`src/rtl/hazard_ctrl.sv`:
```
// Pipeline hazard sequencer: forwarding, load-use/branch stall-flush, data-memory wait/timeout FSM.
// Latency 0 for all controls (comb); mem wait states freeze the pipe; define HAZARD_PERF_EN for perf counters.
// Backpressure: i_mem_ready low holds all stage registers until ready or timeout error.
module hazard_ctrl #(
  parameter int TIMEOUT_CYCLES = 16,
  parameter int PERF_W         = 32
) (
  input  logic              i_clk,
  input  logic              i_rst_n,
  input  logic [4:0]        i_rs1_ID,
  input  logic [4:0]        i_rs2_ID,
  input  logic [4:0]        i_rs1_EX,
  input  logic [4:0]        i_rs2_EX,
  input  logic [4:0]        i_addr_des_EX,
  input  logic [1:0]        i_result_src_EX,
  input  logic              i_pc_src_EX,
  input  logic [4:0]        i_addr_des_MEM,
  input  logic              i_reg_write_MEM,
  input  logic              i_mem_access_MEM,
  input  logic              i_mem_ready,
  input  logic [4:0]        i_addr_des_WB,
  input  logic              i_reg_write_WB,
  input  logic              i_perf_clr,
  output logic              o_stall_IF,
  output logic              o_stall_ID,
  output logic              o_stall_EX,
  output logic              o_stall_MEM,
  output logic              o_flush_ID,
  output logic              o_flush_EX,
  output logic              o_flush_WB,
  output logic [1:0]        o_forward_a_EX,
  output logic [1:0]        o_forward_b_EX,
  output logic              o_mem_req,
  output logic              o_mem_err,
  output logic [PERF_W-1:0] o_stall_cnt,
  output logic [PERF_W-1:0] o_flush_cnt
);

  localparam int CNT_W = $clog2(TIMEOUT_CYCLES);
  localparam logic [CNT_W-1:0] CNT_LAST = CNT_W'(TIMEOUT_CYCLES - 1);

  typedef enum logic [1:0] {
    S_IDLE = 2'd0,
    S_WAIT = 2'd1,
    S_ERR  = 2'd2
  } state_t;

  state_t           state_q, state_d;
  logic [CNT_W-1:0] cnt_q, cnt_d;
  logic             mem_stall;
  logic             mem_req;
  logic             lw_stall;

  function automatic logic [1:0] fwd_sel(input logic [4:0] rs);
    if (i_reg_write_MEM && (i_addr_des_MEM != 5'd0) && (i_addr_des_MEM == rs))
      return 2'b10;
    else if (i_reg_write_WB && (i_addr_des_WB != 5'd0) && (i_addr_des_WB == rs))
      return 2'b01;
    else
      return 2'b00;
  endfunction

  assign lw_stall = (i_result_src_EX == 2'b01) && (i_addr_des_EX != 5'd0) &&
                    ((i_addr_des_EX == i_rs1_ID) || (i_addr_des_EX == i_rs2_ID));

  always_ff @(posedge i_clk or negedge i_rst_n) begin
    if (!i_rst_n) begin
      state_q <= S_IDLE;
      cnt_q   <= '0;
    end else begin
      state_q <= state_d;
      cnt_q   <= cnt_d;
    end
  end

  always_comb begin
    state_d   = state_q;
    cnt_d     = cnt_q;
    mem_stall = 1'b0;
    mem_req   = 1'b0;
    case (state_q)
      S_IDLE: begin
        mem_req = i_mem_access_MEM;
        if (i_mem_access_MEM && !i_mem_ready) begin
          mem_stall = 1'b1;
          state_d   = S_WAIT;
          cnt_d     = CNT_W'(1);
        end
      end
      S_WAIT: begin
        mem_req = 1'b1;
        if (i_mem_ready) begin
          state_d = S_IDLE;
          cnt_d   = '0;
        end else begin
          mem_stall = 1'b1;
          if (cnt_q == CNT_LAST) state_d = S_ERR;
          else                   cnt_d   = cnt_q + CNT_W'(1);
        end
      end
      S_ERR: begin
        mem_stall = 1'b1;
      end
      default: begin
        state_d = S_IDLE;
        cnt_d   = '0;
      end
    endcase
  end

  assign o_mem_err = (state_q == S_ERR);

  // Memory stall wins so a frozen pipe never loses a branch or load-use event; both re-evaluate on release.
  always_comb begin
    o_stall_IF     = 1'b0;
    o_stall_ID     = 1'b0;
    o_stall_EX     = 1'b0;
    o_stall_MEM    = 1'b0;
    o_flush_ID     = 1'b0;
    o_flush_EX     = 1'b0;
    o_flush_WB     = 1'b0;
    o_forward_a_EX = 2'b00;
    o_forward_b_EX = 2'b00;
    o_mem_req      = 1'b0;
    if (i_rst_n) begin
      o_forward_a_EX = fwd_sel(i_rs1_EX);
      o_forward_b_EX = fwd_sel(i_rs2_EX);
      o_mem_req      = mem_req;
      if (mem_stall) begin
        o_stall_IF  = 1'b1;
        o_stall_ID  = 1'b1;
        o_stall_EX  = 1'b1;
        o_stall_MEM = 1'b1;
        o_flush_WB  = 1'b1;
      end else if (i_pc_src_EX) begin
        o_flush_ID = 1'b1;
        o_flush_EX = 1'b1;
      end else if (lw_stall) begin
        o_stall_IF = 1'b1;
        o_stall_ID = 1'b1;
        o_flush_EX = 1'b1;
      end
    end
  end

`ifdef HAZARD_PERF_EN
  logic [PERF_W-1:0] stall_cnt_q, flush_cnt_q;

  always_ff @(posedge i_clk or negedge i_rst_n) begin
    if (!i_rst_n) begin
      stall_cnt_q <= '0;
      flush_cnt_q <= '0;
    end else if (i_perf_clr) begin
      stall_cnt_q <= '0;
      flush_cnt_q <= '0;
    end else begin
      if (o_stall_IF && (stall_cnt_q != {PERF_W{1'b1}}))
        stall_cnt_q <= stall_cnt_q + PERF_W'(1);
      if (o_flush_EX && (flush_cnt_q != {PERF_W{1'b1}}))
        flush_cnt_q <= flush_cnt_q + PERF_W'(1);
    end
  end

  assign o_stall_cnt = stall_cnt_q;
  assign o_flush_cnt = flush_cnt_q;
`else
  logic unused_perf_clr;
  assign unused_perf_clr = i_perf_clr;
  assign o_stall_cnt     = '0;
  assign o_flush_cnt     = '0;
`endif

endmodule

```
`config.mk`:
```
export PLATFORM = sky130hd
export DESIGN_NAME = hazard_ctrl
export DESIGN_NICKNAME = d
export VERILOG_FILES = /design/src/rtl/hazard_ctrl.sv
export SDC_FILE = /design/constraint.sdc
export NUM_CORES = 1
export LEC_CHECK = 0
export CORE_ASPECT_RATIO = 1.5
export CORE_MARGIN = 1
export CORE_UTILIZATION = 33
export CTS_CLUSTER_DIAMETER = 100
export DETAILED_ROUTE_END_ITERATION = 8
export GPL_TIMING_DRIVEN = 0
export PLACE_DENSITY = 0.87
export SETUP_SLACK_MARGIN = 0.02
export SYNTH_ARGS = -nofsm -noshare
export SYNTH_HDL_FRONTEND = slang
export SYNTH_SLANG_ARGS = --single-unit
```
`constraint.sdc`:
```
create_clock -name i_clk -period 4.2 [get_ports i_clk]
set_clock_uncertainty 0.05 [all_clocks]
set_input_delay 0.63 -clock i_clk [delete_from_list [all_inputs] [get_ports i_clk]]
set_output_delay 0.63 -clock i_clk [all_outputs]
set_load 0.05 [all_outputs]
```
# == Yosys cells after proc, flatten, opt, wreduce, memory -nomap -nowiden ==
# Cells that the tools add are included.
# word_totals
output_inout_bits,77
input_bits,45
ff_bits,6
elab_cells,65
# classes
n_addsub,1
muxes,31
eq_ne,13
reduce_logical,17
n_bitwise,1
# ops
op,n
5-bit equality test,6
1-bit 2-to-1 mux,17
5-bit nonzero test,3
2-bit 2-to-1 mux,7
4-bit 2-to-1 mux,3
4-bit one-hot mux with 3 select lines,1
1-bit logical AND,9
"3-bit inequality test, second input constant",2
2-bit one-hot mux with 3 select lines,1
3-bit AND reduction,2
"4-bit by 1-bit adder with 4-bit output, second input constant",1
"2-bit by 1-bit equality test with 1-bit output, second input constant",2
"4-bit equality test, second input constant",1
1-bit one-hot mux with 3 select lines,1
"2-bit equality test, second input constant",1
2-bit zero test,1
"2-bit inequality test, second input constant",1
1-bit one-hot mux with 2 select lines,1
1-bit zero test,1
1-bit logical OR,1
1-bit NOT,1

# == Depth between registers and ports, before layout ==
# depth
word_depth,7
depth_mapped,6
ltp_nobuf,5

# == Least setup slack after synthesis ==
# Ideal clock, no wire load.
# synth_path
path_kind,input-to-output
start,in i_addr_des_MEM[1]
end,out o_forward_a_EX[0]
stages,4
setup_slack_ps,1167
path_buffers,0
t_required_ps,3520
arrival_ps,2353
path_cell_list,or4_1 o21ai_2 nor4_1 nor4_2
# synth_between
elab_chain_len,5
elab_cells_between_ends,6
classes_between,1 x eq/ne; 2 x mux; 3 x reduce/logical
# synth_rtl
item,line,source
"start, declared",17,"input logic [4:0] i_addr_des_MEM,"
5-bit nonzero test,55,if (i_reg_write_MEM && (i_addr_des_MEM != 5'd0) && (i_addr_des_MEM == rs))
1-bit logical AND,55,
1-bit logical AND *,55,
2-bit 2-to-1 mux *,55,
2-bit 2-to-1 mux *,125,if (i_rst_n) begin
"end, declared",31,"output logic [1:0] o_forward_a_EX,"
# Mark *: on every way between the ends. The rest lies on a longest branch, timed or not.

# == Final worst setup path ==
# layout_path
start,in i_rst_n
end,out o_forward_b_EX[0]
# layout_between
elab_chain_len,1
# layout_rtl
item,line,source
"start, declared",9,"input logic i_rst_n,"
2-bit 2-to-1 mux,125,
"end, declared",32,"output logic [1:0] o_forward_b_EX,"
# No other way between the ends.

==> flow_summary.ini <==
[cts]
cts_buffer_depth = 2
clk_latency_ps = 230
cts_tree = yes
root_buffer = clkbuf_8
cts_setup_buffers = 0
cts_resized = 0
clkSlewWorstSetupHoldPaths_ps = 40
cts_htree_levels = 1
cts_buffers = 3
cts_hold_buf = 0
cts_sinks = 6

[sta]
max_freq_mhz = 264
final_hold_viol_count = 0
finalSetupTns_ps = 0
slew_headroom_pct = 66.5
finalWorstSetupSlack_ps = 412
tightest_slew_ps = 500
fin_crit_sh_pct = 90.2
hold_slack_ps = 524
min_period_ps = 3790
rsz0062_at_grt = no
slew_violations = 0
setup_violations = 0

[route]
first_pass_iters = 4
wirelength_um = 3070
final_antenna_net_count = 0
drcViolationCount = 0
vias = 1299
wl_per_cell_um = 9.31
vias_per_cell = 3.94
first_iter_violations = 12

[pwr]
power_density_mw_per_mm2 = 212
p_leak_nw = 1.11
peakVddDrop_uv = 191
finalPower_w = 0.000464

[finish]
drive_above_1_share_pct = 26.1
final_area_mm2 = 0.00219
antenna_cells = 0
syn_to_final_growth_pct = 68.8
nets = 335
nFillCells = 326

[synth]
ys_seq_area_share_pct = 11.6
yosys_warnings = 0
netlist_area_mm2 = 0.00130
synth-seq-cells = 6
synth_top_family_by_area = buffers and inverters
synth_mux_area_share_pct = 0.771
syn_area_per_cell_um2 = 7.86
synth_edf_count = 0
ys.flop_type = dfrtp_1
synthAdderAreaFrac_pct = 0.964
synth_xor_xnor_area_share_pct = 20.3
synth_compound_area_share_pct = 9.35
synthCells = 165
synth-simple-area-share_pct = 17.2
synth_cell_types = 34
synthArstFlopShare_pct = 100

[status]
outcome = completed

[floorplan]
core_mm2 = 0.00372
fp-row-count = 27
dieHeight_um = 78.8
initial_core_util_pct = 34.9
die-area_mm2 = 0.00419
ioPinCount = 122
chipWidth_um = 53.2

[run]
drv_cap = 0

[critical_path]
start_kind = primary input
crit_fanout = 13
r2r_slack_ps = 2570
crit_path_end_kind = output port
critPathRequiredTime_ps = 3520
critPathKind = primary input to output port
reg2regPathDepth = 6
arrival_ps = 3110

[placed_design]
dpl_cell_area_mm2 = 0.00215
post-place-ws_ps = 375
port-buffer-count = 56
gp_congestion = 0.833
post-dp-hpwl_um = 2710

[hold_path]
holdPathStages = 1
hold_path.class = register to register

[global_routing]
antenna_found_initial = 0
overflow = 0
grt_use_total_pct = 13.9
grt_pass1_wl_um = 4380
grt_max_degree = 14
grt_pass1_vias = 1064
==> metrics by stage <==
step,utilization [%],cells
finish,58.9,330
CTS,58.9,330
global placement,57.8,327
floorplan,-,228
detailed placement,57.8,327
global route,58.9,330
==> power breakdown <==
part | internal, W | switching, W
logic | 0.000111 | 0.000193
clock network | 0.0000620 | 0.0000296
registers | 0.0000625 | 0.00000617
total | 0.000235 | 0.000229
==> synth_stat cells, types with 3 or more instances <==
| cell type | instances | area, um^2 |
|---|---|---|
| or4_1 | 7 | 52.6 |
| a21oi_1 | 4 | 20.0 |
| nor2_1 | 7 | 26.3 |
| xor2_1 | 24 | 210 |
| nand3_1 | 3 | 15.0 |
| xnor2_1 | 6 | 52.6 |
| dfrtp_1 | 6 | 150 |
| nand2_1 | 7 | 26.3 |
| buf_4 | 67 | 503 |
==> cells in the final DEF, fill, tap and decap left out, types with 2 or more instances in the layout <==
cell and count:
nor4_2 2, dfrtp_1 6, conb_1 64, nand2_1 7, nor4_1 2, o21ai_0 2, nor2_1 7, clkbuf_8 3
a211oi_1 2, and2_2 2, nand3_1 3, a21oi_1 4, buf_4 67, xor2_1 24, nor3_1 2, xnor2_1 6
or4_1 7, nor3b_1 2, clkbuf_1 2, o21bai_1 2, clkdlybuf4s50_1 56
==> layout make-up <==
type,instances,area [um^2],area share [%]
Multi-Input combinational cell,152,870,39.7
Buffer,69,510,23.3
Inverter,1,3.75,0.171
Sequential cell,6,150,6.86
Clock buffer,3,41.3,1.89
Tap cell,43,53.8,2.46
Timing Repair Buffer,56,561,25.6
==> metal layers <==
metal | routed length, um | vias up | global-route usage, % | share of wire, %
li1 | - | 673 | - | -
met1 | 1010 | 533 | 13.2 | 33
met2 | 1630 | 86 | 27.2 | 53
met3 | 358 | 7 | 1.53 | 12
met4 | 72 | 0 | 7.11 | 2.3
met5 | 0 | - | 0 | 0
==> worst max-delay path, stage by stage <==
cell and delay, ps:
clkdlybuf4s50_1 760, o211ai_1 180, or4_1 560, nor4_2 140, clkdlybuf4s50_1 830
==> cell families (layout without fill, tap and decap cells) <==
family,Yosys count,count (layout)
and+or+nand+nor,38,38
muxes,1,1
other,1,64
AOI/OAI and AO/OA,18,18
DFF,6,6
buffers and inverters,70,129
adders and majority gates,1,1
xor gates and xnor gates,30,30
==> worst paths after layout <==
kind,from,to
worst max-delay path,i_rst_n,o_forward_b_EX[0]
worst min-delay path,state_q[1],state_q[0]
worst max register to register,cnt_q[0],cnt_q[0]
worst min register to register,state_q[1],state_q[0]
max in group asynchronous,i_rst_n,cnt_q[0]
min in group asynchronous,i_rst_n,cnt_q[3]
==> state kept, by name (all words and copies together) (netlist names) <==
signal	cells
state_q	2
cnt_q	4
Note: power is estimated with default switching activity, not from simulation.
